===== src/rtl/clock_step_controller_pkg.sv =====
// clock_step_controller_pkg: shared state encoding and speed-to-tap mapping for the bus clock controller
package clock_step_controller_pkg;

    typedef enum logic [1:0] {ST_LOW, ST_HIGH, ST_HALTED} state_t;

    // Higher speed_sel selects a lower prescaler tap, clamped at tap 0 (strobe every cycle)
    function automatic int tap_for(int div_width, int speed_sel);
        return (div_width - 1 - speed_sel) > 0 ? div_width - 1 - speed_sel : 0;
    endfunction

endpackage


===== src/rtl/clock_step_controller_button_debouncer.sv =====
// button_debouncer: synchronises a raw button, debounces it and emits one pulse per debounced press
module button_debouncer #(
    parameter int WIDTH = 16
) (
    input  logic clk,
    input  logic rst,
    input  logic btn,
    output logic press
);

    logic [1:0]       sync;
    logic [WIDTH-1:0] cnt;
    logic             stable;

    // The synchronised input must differ from the stable level for 2^WIDTH samples in a row to flip it
    always_ff @(posedge clk or posedge rst) begin
        if (rst) begin
            sync   <= '0;
            cnt    <= '0;
            stable <= 1'b0;
            press  <= 1'b0;
        end else begin
            sync  <= {sync[0], btn};
            press <= 1'b0;
            if (sync[1] == stable) begin
                cnt <= '0;
            end else if (&cnt) begin
                stable <= sync[1];
                press  <= sync[1];
                cnt    <= '0;
            end else begin
                cnt <= cnt + 1'b1;
            end
        end
    end

endmodule


===== src/rtl/clock_step_controller.sv =====
// clock_step_controller: bus/control clock-enable strobes from a free-running prescaler,
// with selectable speed, debounced single-step and a latched halt
module clock_step_controller
    import clock_step_controller_pkg::*;
#(
    parameter int DIV_WIDTH      = 22,
    parameter int SPEED_BITS     = 3,
    parameter int DEBOUNCE_WIDTH = 16
) (
    input  logic                  clk,
    input  logic                  rst,
    input  logic [SPEED_BITS-1:0] speed_sel,
    input  logic                  step_mode,
    input  logic                  step_btn,
    input  logic                  hlt,
    output logic                  bus_tick,
    output logic                  control_tick,
    output logic                  bus_level,
    output logic                  halted
);

    localparam int TAP_W = DIV_WIDTH > 1 ? $clog2(DIV_WIDTH) : 1;

    state_t               state;
    logic [DIV_WIDTH-1:0] cnt;
    logic [TAP_W-1:0]     tap;
    logic                 pending;
    logic                 halt_req;
    logic                 step_press;
    logic [DIV_WIDTH-1:0] mask;
    logic                 strobe;

    assign mask   = ~({DIV_WIDTH{1'b1}} << tap);
    assign strobe = (cnt & mask) == mask;

    button_debouncer #(.WIDTH(DEBOUNCE_WIDTH)) u_step (
        .clk   (clk),
        .rst   (rst),
        .btn   (step_btn),
        .press (step_press)
    );

    always_ff @(posedge clk or posedge rst) begin
        if (rst) begin
            state        <= ST_LOW;
            cnt          <= '0;
            tap          <= TAP_W'(DIV_WIDTH - 1);
            pending      <= 1'b0;
            halt_req     <= 1'b0;
            bus_tick     <= 1'b0;
            control_tick <= 1'b0;
            bus_level    <= 1'b0;
            halted       <= 1'b0;
        end else begin
            cnt          <= cnt + 1'b1;
            bus_tick     <= 1'b0;
            control_tick <= 1'b0;
            // Speed changes only take effect at a low-phase strobe, so a high phase is never cut short
            if (strobe && !bus_level)
                tap <= TAP_W'(tap_for(DIV_WIDTH, int'(speed_sel)));
            case (state)
                ST_LOW: begin
                    if (hlt) begin
                        state  <= ST_HALTED;
                        halted <= 1'b1;
                    end else if (strobe && (!step_mode || pending)) begin
                        state     <= ST_HIGH;
                        bus_level <= 1'b1;
                        bus_tick  <= 1'b1;
                        pending   <= 1'b0;
                    end else begin
                        pending <= step_mode && (pending || step_press);
                    end
                end
                ST_HIGH: begin
                    halt_req <= halt_req || hlt;
                    if (strobe) begin
                        state        <= (halt_req || hlt) ? ST_HALTED : ST_LOW;
                        halted       <= halt_req || hlt;
                        bus_level    <= 1'b0;
                        control_tick <= 1'b1;
                        halt_req     <= 1'b0;
                    end
                end
                default: ;
            endcase
        end
    end

endmodule


===== config.mk =====
export PLATFORM = sky130hd
export DESIGN_NAME = clock_step_controller
export DESIGN_NICKNAME = d
export VERILOG_FILES = /design/src/rtl/clock_step_controller_pkg.sv /design/src/rtl/clock_step_controller_button_debouncer.sv /design/src/rtl/clock_step_controller.sv
export SDC_FILE = /design/constraint.sdc
export NUM_CORES = 1
export LEC_CHECK = 0
export CORE_UTILIZATION = 60
export DETAILED_ROUTE_END_ITERATION = 7
export HOLD_SLACK_MARGIN = 0.05
export PLACE_DENSITY = 0.87
export RECOVER_POWER = 100
export SLEW_MARGIN = 20
export SYNTH_ARGS = -nofsm -noshare
export SYNTH_HDL_FRONTEND = slang
export SYNTH_SLANG_ARGS = --single-unit

===== constraint.sdc =====
create_clock -name clk -period 2.7 [get_ports clk]
set_input_delay 0.81 -clock clk [delete_from_list [all_inputs] [get_ports clk]]
set_output_delay 0.81 -clock clk [all_outputs]
set_load 0.005 [all_outputs]

==> results of run 1 <==
==> power breakdown <==
part / internal (mW) / switching [mW] / total (mW)
Sequential: 0.831 / 0.00827 / 0.839
Clock: 0.215 / 0.262 / 0.477
Combinational: 0.0199 / 0.0303 / 0.0502
==> final timing paths <==
| kind | start | end | cells past startpoint |
|---|---|---|---|
| worst max-delay path | tap[3] | halted | 7 |
| worst min-delay path | u_step.sync[0] | u_step.sync[1] | 0 |
| worst max register to register | tap[3] | halted | 7 |
| worst min register to register | u_step.sync[0] | u_step.sync[1] | 0 |
| max in group asynchronous | rst | cnt[12] | 3 |
| min in group asynchronous | rst | halted | 3 |
==> registers in the layout, indices dropped and copies added, names as in the netlist, 2 cells and up <==
register / flops
cnt: 22
u_step.cnt: 16
tap: 5
state: 2
u_step.sync: 2
==> routing by layer <==
| metal | global-route usage (%) | vias to the layer above | share of wire [%] |
|---|---|---|---|
| met5 | 0 | - | 0 |
| met4 | 5.90 | 0 | 1.2 |
| met3 | 3.63 | 7 | 2.4 |
| met2 | 38.2 | 25 | 53 |
| met1 | 26.7 | 916 | 43 |
| li1 | - | 927 | - |
==> kinds of logic after synthesis <==
family | synth area share (%)
adder cells (fa/ha/maj) | 1.84
AO/OA/AOI/OAI | 9.34
flip-flops | 50.8
AND/OR/NAND/NOR | 21.5
XOR/XNOR | 11.3
multiplexers | 1.66
buffers and inverters | 3.64
==> final cells by class <==
type / instances / area (um2) / share of cell area (%)
clock buffers: 6 / 82.6 / 2.82
inverters: 6 / 22.5 / 0.769
repair buffers: 14 / 123 / 4.18
well taps: 52 / 65.1 / 2.22
multi-input cells: 186 / 1240 / 42.3
clock inverters: 2 / 17.5 / 0.598
flip-flops and latches: 55 / 1380 / 47.1
==> critical path: stages (launching register included) <==
cell and delay (ns):
dfrtp_1 0.56, nor3_4 0.28, o221ai_1 0.15, a221oi_1 0.22, nand4_1 0.43, nor2_1 0.29
clkbuf_1 0.23, a311oi_1 0.14
==> synth_stat cells (2+ instances only) <==
cell       n
and2_1     4
and3_1     7
nor3_1     5
clkbuf_1   2
a21oi_1    8
xnor2_1   17
inv_1      6
a221oi_1   2
dfstp_2    3
mux2_2     4
nor2b_1    4
a211oi_1   2
o21ai_0    7
a21boi_0   3
ha_1       4
o21bai_1   4
nor2_1    27
nor4b_1    2
nand4_1    3
nor3b_1    2
buf_6      5
o31ai_1    3
and4_1     7
nor4_1     3
nand3_1   23
dfrtp_1   52
nand2_1   12
xor2_1    18
==> stage by stage <==
| stage | worst slack (ns) | power, mW | hold slack (ns) | std cells | utilization [%] |
|---|---|---|---|---|---|
| 2_1_floorplan | 0.552 | 0.882 | 0.331 | 256 | - |
| 3_3_place_gp | 0.404 | 0.907 | 0.337 | 313 | 65.2 |
| 3_5_place_dp | 0.285 | 0.909 | 0.342 | 313 | 65.2 |
| 4_1_cts | 0.276 | 1.38 | 0.373 | 321 | 67.5 |
| 5_1_grt | 0.0117 | 1.42 | 0.385 | 321 | 67.3 |
| 6_report | 0.265 | 1.37 | 0.370 | 321 | 67.3 |
==> results.sh, run 1 <==
export IMPL_start_util_pct=62.4
export IMPL_routed_via_density=5.84
export IMPL_synth_cells=256
export IMPL_period_minus_slack_ns=2.44
export IMPL_cts_buffers=5
export IMPL_ctsLongestPathBuffers=2
export IMPL_max_slew_margin_pct=21.5
export IMPL_grt_max_degree=33
export IMPL_cts_setup_buffers=0
export IMPL_ys_seq_elements=55
export IMPL_drt_first_pass_iters=4
export IMPL_cts_root_buf="clkbuf_8"
export IMPL_clock_latency_ns=0.30
export IMPL_setup_tns_ns=0
export IMPL_synth_edf_count=0
export IMPL_die_w_um=69.3
export IMPL_rows=24
export IMPL_vdd_drop_max_mv=0.458
export IMPL_vias=1875
export IMPL_status="complete, no violations"
export IMPL_cp_data_required_time_ns=2.87
export IMPL_wl_mm=4.63
export IMPL_antenna_cells=0
export IMPL_async_flop_share_pct=100
export IMPL_setup_worst_path_start_class="register"
export IMPL_critPathKind="register to register"
export IMPL_rsz0062_at_grt="no"
export IMPL_synth_area_um2=2720
export IMPL_cp_arrival_ns=2.60
export IMPL_yosysTopAreaCell="dfrtp_1"
export IMPL_cp_end_kind="register"
export IMPL_cts_resized=0
export IMPL_place_gp_congestion=0.929
export IMPL_p_leak_nw=1.30
export IMPL_finalHoldViolCount=0
export IMPL_htree_levels=2
export IMPL_setup_viol=0
export IMPL_chipHeight_um=69.3
export IMPL_ys_flop_type="dfrtp_1"
export IMPL_drv_slew=0
export IMPL_cts_tree="done"
export IMPL_max_freq_mhz=411
export IMPL_clock_skew_ns=0.00817
export IMPL_dpl_cell_area_um2=2840
export IMPL_final_common_cell="dfrtp_1"
export IMPL_yosysTopAreaCellShare_pct=47.9
export IMPL_antenna_found_initial=0
export IMPL_detailed_place_hpwl_mm=3.33
export IMPL_portBuffers=11
export IMPL_period_share_pct=90.2
export IMPL_syn_avg_cell_area_um2=10.6
export IMPL_min_path_type="register to register"
export IMPL_syn_nets=268
export IMPL_r2r_slack_ns=0.26
export IMPL_fill_cells=313
export IMPL_ant_nets=0
export IMPL_tightest_slew_ns=1.18
export IMPL_core_um2=4350
export IMPL_io_pins=12
export IMPL_finalNetCount=280
export IMPL_grt_pass1_wl_mm=8.42
export IMPL_synth_cell_type_count=45
export IMPL_clkTransAtPathRegs_ns=0.10
export IMPL_drc=0
export IMPL_final_area_um2=2930
export IMPL_ys_seq_area_share_pct=50.8
export IMPL_drive_gt1_share_pct=7.43
export IMPL_synth_warnings=0
export IMPL_synthTopCellsByArea="dfrtp_1 (48%), xor2_1 (5.8%), xnor2_1 (5.5%)"
export IMPL_crit_fanout=14
export IMPL_grt_pass1_vias=1916
export IMPL_grt_ovfl_total=0
export IMPL_drv_cap=0
export IMPL_cts_hold_buf=0
export IMPL_wl_per_cell_um=14.4
export IMPL_clock_sinks=55
export IMPL_drt_iter0_markers=110
export IMPL_final_cell_mix="dfrtp_1 (52), nor2_1 (27), nand3_1 (23)"
export IMPL_powerDensity_nw_per_um2=466
export IMPL_die_area_um2=4800
export IMPL_area_growth_synth_to_final_pct=7.78
export IMPL_grt_usage_pct=21.4
No activity file was read; power rests on OpenSTA's default activity.
==> run 2: changes to the inputs <==
--- a/config.mk
+++ b/config.mk
@@ -5,7 +5,9 @@
 export SDC_FILE = /design/constraint.sdc
 export NUM_CORES = 1
 export LEC_CHECK = 0
+export CAP_MARGIN = 20
 export CORE_UTILIZATION = 60
+export CTS_CLUSTER_DIAMETER = 30
 export DETAILED_ROUTE_END_ITERATION = 7
 export HOLD_SLACK_MARGIN = 0.05
 export PLACE_DENSITY = 0.87
==> constraint.sdc (replaced) <==
create_clock -name clk -period 2.7 [get_ports clk]
set_input_delay 0.54 -clock clk [delete_from_list [all_inputs] [get_ports clk]]
set_output_delay 0.54 -clock clk [all_outputs]
set_load 0.005 [all_outputs]
==> results.sh, run 2 (synthesis gave the netlist of run 1 again) <==
export IMPL_tightest_slew_ns=1.15
export IMPL_cts_tree="done"
export IMPL_rsz0062_at_grt="no"
export IMPL_final_cell_mix="dfrtp_1 (52), nor2_1 (27), nand3_1 (23)"
export IMPL_place_gp_congestion=0.854
export IMPL_ctsLongestPathBuffers=2
export IMPL_critPathKind="register to register"
export IMPL_grt_busiest_layer="met2"
export IMPL_wl_mm=4.70
export IMPL_setup_tns_ns=0
export IMPL_clkTransAtPathRegs_ns=0.10
export IMPL_routed_via_density=5.97
export IMPL_vdd_drop_max_mv=0.370
export IMPL_finalHoldViolCount=0
export IMPL_power_mw=1.44
export IMPL_drt_iter0_markers=171
export IMPL_setup_viol=0
export IMPL_cp_data_required_time_ns=2.86
export IMPL_critPathLaunch="tap[3]"
export IMPL_wl_per_cell_um=14.6
export IMPL_antenna_cells=0
export IMPL_reg2regPathDepth=8
export IMPL_cts_buffers=5
export IMPL_cts_root_buf="clkbuf_8"
export IMPL_drt_first_pass_iters=4
export IMPL_chipHeight_um=69.3
export IMPL_status="complete, no violations"
export IMPL_worstReg2RegEnd="halted"
export IMPL_p_leak_nw=1.32
export IMPL_ant_nets=0
export IMPL_grt_pass1_wl_mm=8.38
export IMPL_largest_reg_flops=22
export IMPL_holdWs_ns=0.368
export IMPL_final_area_um2=2960
export IMPL_cts_resized=0
export IMPL_fill_cells=316
export IMPL_drive_gt1_share_pct=7.78
export IMPL_core_um2=4350
export IMPL_drc=0
export IMPL_portBuffers=11
export IMPL_start_util_pct=62.4
export IMPL_cp_end_kind="register"
export IMPL_io_pins=12
export IMPL_clock_latency_ns=0.31
export IMPL_powerDensity_nw_per_um2=488
export IMPL_grt_util_met3_pct=4.80
export IMPL_period_share_pct=82.3
export IMPL_antenna_found_initial=0
export IMPL_largest_register="cnt"
export IMPL_grt_pass1_vias=1883
export IMPL_vias=1922
export IMPL_clock_skew_ns=0.00787
export IMPL_min_path_type="register to register"
export IMPL_area_growth_synth_to_final_pct=8.70
export IMPL_final_common_cell="dfrtp_1"
export IMPL_rows=24
export IMPL_grt_use_met1_pct=28.0
export IMPL_max_slew_margin_pct=23.0
export IMPL_die_w_um=69.3
export IMPL_clock_sinks=55
export IMPL_use_met2_pct=36.0
export IMPL_finalNetCount=281
export IMPL_crit_fanout=14
export IMPL_top_regs="cnt: 22 flops, u_step.cnt: 16 flops, tap: 5 flops"
export IMPL_grt_ovfl_total=0
export IMPL_max_freq_mhz=450
export IMPL_detailed_place_hpwl_mm=3.26
export IMPL_drv_cap=0
export IMPL_r2r_slack_ns=0.48
export IMPL_endpoint="halted"
export IMPL_dpl_cell_area_um2=2850
export IMPL_htree_levels=2
export IMPL_cts_hold_buf=0
export IMPL_die_area_um2=4800
export IMPL_cp_arrival_ns=2.39
export IMPL_regToRegStartpoint="tap[3]"
export IMPL_setup_worst_path_start_class="register"
export IMPL_period_minus_slack_ns=2.22
export IMPL_grt_usage_pct=21.8
export IMPL_grt_max_degree=34
export IMPL_drv_slew=0
[run 2: cell count changes in the layout (fill, tap and decap cells not counted)]
cell,delta
clkinv_2,+1
bufinv_16,+1
inv_1,+1
buf_4,+1
clkinv_1,-1
inv_6,-2
[run 2: metrics by stage]
stage | util (%) | worst slack, ns | std cells
final | 67.9 | 0.478 | 322
after global routing | 67.9 | 0.214 | 322
after CTS | 68.0 | 0.252 | 320
after detailed placement | 65.3 | 0.277 | 312
after global placement | 65.3 | 0.378 | 312
after floorplan | - | 0.768 | 256
[run 2: how the worst min path moves through the flow]
| stage | startpoint | cells past startpoint | to |
|---|---|---|---|
| floorplan | u_step.sync[0] | 0 | u_step.sync[1] |
| global placement | u_step.sync[0] | 0 | u_step.sync[1] |
| detailed placement | u_step.sync[0] | 0 | u_step.sync[1] |
| CTS | u_step.sync[0] | 0 | u_step.sync[1] |
| global route | u_step.sync[0] | 0 | u_step.sync[1] |
| finish | u_step.sync[0] | 0 | u_step.sync[1] |
[run 2: critical path, cell delays in order (launching register included)]
cell and delay [ns]:
dfrtp_1 0.56, nor3_4 0.29, a21oi_1 0.10, nor4_1 0.31
nand4_1 0.12, buf_4 0.19, nor2_1 0.13, clkbuf_1 0.23
a311oi_1 0.15
[run 2: power breakdown]
| part | internal, mW | switching (mW) |
|---|---|---|
| Combinational | 0.0196 | 0.0303 |
| Clock | 0.300 | 0.254 |
| Sequential | 0.831 | 0.00778 |
[run 2: what timing repair did]
item | in CTS | in global routing
hold endpoints to repair | 0 | 0
buffers inserted | 0 | 2
setup endpoints to repair | 0 | 2
[run 2: cell type report]
cell class	count	area, um2	share of cell area (%)
well taps	52	65.1	2.20
inverters	6	22.5	0.762
flip-flops and latches	55	1380	46.7
clock inverters	2	35.0	1.19
repair buffers	15	130	4.40
multi-input cells	186	1240	42.0
clock buffers	6	82.6	2.79
[run 2: metal layers]
layer | part of all wire, % | up-vias
li1 | - | 928
met1 | 46 | 938
met2 | 49 | 44
met3 | 3.4 | 12
met4 | 1.9 | 0
met5 | 0 | -
==> run 3: changes to the inputs <==
--- a/config.mk
+++ b/config.mk
@@ -6,11 +6,11 @@
 export NUM_CORES = 1
 export LEC_CHECK = 0
 export CAP_MARGIN = 20
-export CORE_UTILIZATION = 60
+export CORE_UTILIZATION = 54
 export CTS_CLUSTER_DIAMETER = 30
 export DETAILED_ROUTE_END_ITERATION = 7
 export HOLD_SLACK_MARGIN = 0.05
-export PLACE_DENSITY = 0.87
+export PLACE_DENSITY = 0.83
 export RECOVER_POWER = 100
 export SLEW_MARGIN = 20
 export SYNTH_ARGS = -nofsm -noshare
==> constraint.sdc (replaced) <==
create_clock -name clk -period 1.9 [get_ports clk]
set_input_delay 0.38 -clock clk [delete_from_list [all_inputs] [get_ports clk]]
set_output_delay 0.38 -clock clk [all_outputs]
set_load 0.005 [all_outputs]
==> results.sh, run 3 (synthesis gave the netlist of run 1 again) <==
export IMPL_die_w_um=73.0
export IMPL_die_area_um2=5320
export IMPL_cts_tree="done"
export IMPL_max_freq_mhz=475
export IMPL_critPathKind="register to register"
export IMPL_drive_gt1_share_pct=22.8
export IMPL_antenna_found_initial=0
export IMPL_holdWs_ns=0.361
export IMPL_final_cell_mix="dfrtp_1 (49), nor2_1 (25), nand3_1 (23)"
export IMPL_rows=25
export IMPL_io_pins=12
export IMPL_combPwrFrac_pct=3.8
export IMPL_start_util_pct=56.8
export IMPL_cts_root_buf="clkbuf_8"
export IMPL_drt_first_pass_iters=4
export IMPL_rsz0062_at_grt="yes"
export IMPL_drt_iter0_markers=142
export IMPL_clock_skew_ns=0.00971
export IMPL_largest_reg_flops=22
export IMPL_slowest_stage="dfrtp_2"
export IMPL_grt_use_met1_pct=29.3
export IMPL_cp_arrival_ns=2.32
export IMPL_grt_ovfl_total=0
export IMPL_core_um2=4790
export IMPL_powerDensity_nw_per_um2=628
export IMPL_finalHoldViolCount=0
export IMPL_p_clk_share_pct=39.1
export IMPL_swShare_pct=22.5
export IMPL_cts_buffers=5
export IMPL_drc=0
export IMPL_p_leak_nw=1.45
export IMPL_vias=2110
export IMPL_use_met2_pct=34.7
export IMPL_min_path_type="register to register"
export IMPL_detailed_place_hpwl_mm=3.40
export IMPL_top_regs="cnt: 22 flops, u_step.cnt: 16 flops, tap: 5 flops"
export IMPL_fin_ws_ns=-0.204
export IMPL_chipHeight_um=73.0
export IMPL_p_int_mw=1.62
export IMPL_place_gp_congestion=0.902
export IMPL_cp_end_kind="register"
export IMPL_p_seq_share_pct=57.1
export IMPL_ctsLongestPathBuffers=2
export IMPL_violations="setup timing"
export IMPL_antenna_cells=0
export IMPL_finalNetCount=305
export IMPL_crit_family="simple AND/OR/NAND/NOR gates"
export IMPL_clock_latency_ns=0.32
export IMPL_grt_pass1_wl_mm=8.71
export IMPL_ant_nets=0
export IMPL_wl_mm=6.00
export IMPL_clkTransAtPathRegs_ns=0.11
export IMPL_crit_chain="nor3_4 > a21oi_2 > a2111oi_2 > nand4_1 > buf_6 > nor2_4 > mux2_2"
export IMPL_dpl_cell_count=342
export IMPL_grt_util_met3_pct=5.39
export IMPL_place_ws_ns=-0.247
export IMPL_cp_data_required_time_ns=2.11
export IMPL_setup_viol=15
export IMPL_period_minus_slack_ns=2.10
export IMPL_drv_slew=0
export IMPL_final_common_cell="dfrtp_1"
export IMPL_portBuffers=11
export IMPL_clock_sinks=55
export IMPL_setup_worst_path_start_class="register"
export IMPL_max_slew_margin_pct=47.8
export IMPL_drv_cap=0
export IMPL_fill_cells=336
export IMPL_switchingPower_uw=469
export IMPL_layout_cells_non_filler=361
export IMPL_tightest_slew_ns=0.783
export IMPL_grt_busiest_layer="met2"
export IMPL_grt_usage_pct=21.5
export IMPL_status="complete, but fails checks"
export IMPL_grt_max_degree=22
export IMPL_max_stage_delay_ns=0.52
export IMPL_period_share_pct=111
export IMPL_critPathBufInv=1
export IMPL_htree_levels=2
export IMPL_crit_fanout=8
export IMPL_grt_pass1_vias=1915
export IMPL_largest_register="cnt"
export IMPL_area_growth_synth_to_final_pct=22.3
export IMPL_wl_per_cell_um=16.6
export IMPL_vdd_drop_max_mv=0.547
export IMPL_routed_via_density=5.84
## run 3: cell count changes in the layout (fill, tap and decap cells not counted), moves of 3 or more
cell	delta
buf_4	+15
buf_6	+6
dfrtp_1	-3
dfrtp_2	+3
nor4_1	-3
o21ai_0	-4
o21ai_1	+3
## run 3: final cells by class
cell class                 count  area, um2  area share [%]
timing repair buffer          39        323            9.71
sequential                    55       1390            41.7
multi-input combinational    186       1390            41.8
inverter                       6       22.5           0.677
clock buffer                   5       68.8            2.07
clock inverter                 3       50.0            1.51
tap                           67       83.8            2.52
## run 3: metal layers
metal / wire length [um] / share of wire (%) / vias to the layer above
met5: 0 / 0 / -
met3: 228 / 3.8 / 18
met1: 2500 / 42 / 1057
met4: 158 / 2.6 / 0
met2: 3120 / 52 / 56
li1: - / - / 979
## run 3: path summary, 6_finish.rpt
| check | startpoint | end | slack [ns] | depth (start not counted) |
|---|---|---|---|---|
| setup / recovery | tap[3] | state[0] | -0.20 | 7 |
| setup reg to reg | tap[3] | state[0] | -0.20 | 7 |
| min in group asynchronous | rst | state[1] | 0.63 | 2 |
| hold reg to reg | u_step.sync[0] | u_step.sync[1] | 0.36 | 0 |
| max in group asynchronous | rst | cnt[4] | 0.37 | 3 |
| hold / removal | u_step.sync[0] | u_step.sync[1] | 0.36 | 0 |
## run 3: repair_timing
action	in CTS	in global routing
hold buffers	0	0
setup buffers	4	7
pin swaps	3	14
resized for setup	7	42
endpoints found under the setup margin	12	29
## run 3: stage by stage
stage | util (%) | power (mW) | cell area [um2] | setup TNS (ns)
floorplan | - | 1.25 | 2720 | 0
global placement | 62.2 | 1.30 | 2980 | -0.461
detailed placement | 62.2 | 1.30 | 2980 | -1.41
CTS | 65.6 | 2.10 | 3140 | -0.406
global route | 69.5 | 2.17 | 3320 | -3.73
finish | 69.5 | 2.09 | 3320 | -1.74
## run 3: power groups by stage
| stage | clock (mW) | sequential (mW) | combinational (mW) |
|---|---|---|---|
| after floorplan | 0 | 1.21 | 0.0409 |
| after global placement | 0 | 1.21 | 0.0817 |
| after detailed placement | 0 | 1.21 | 0.0838 |
| after CTS | 0.826 | 1.19 | 0.0842 |
| after global routing | 0.885 | 1.19 | 0.0925 |
| final | 0.817 | 1.19 | 0.0798 |
## run 3: worst reg2reg max path: stages (launching register included)
cell	delay [ns]
dfrtp_2	0.52
nor3_4	0.29
a21oi_2	0.11
a2111oi_2	0.30
nand4_1	0.16
buf_6	0.17
nor2_4	0.12
mux2_2	0.34
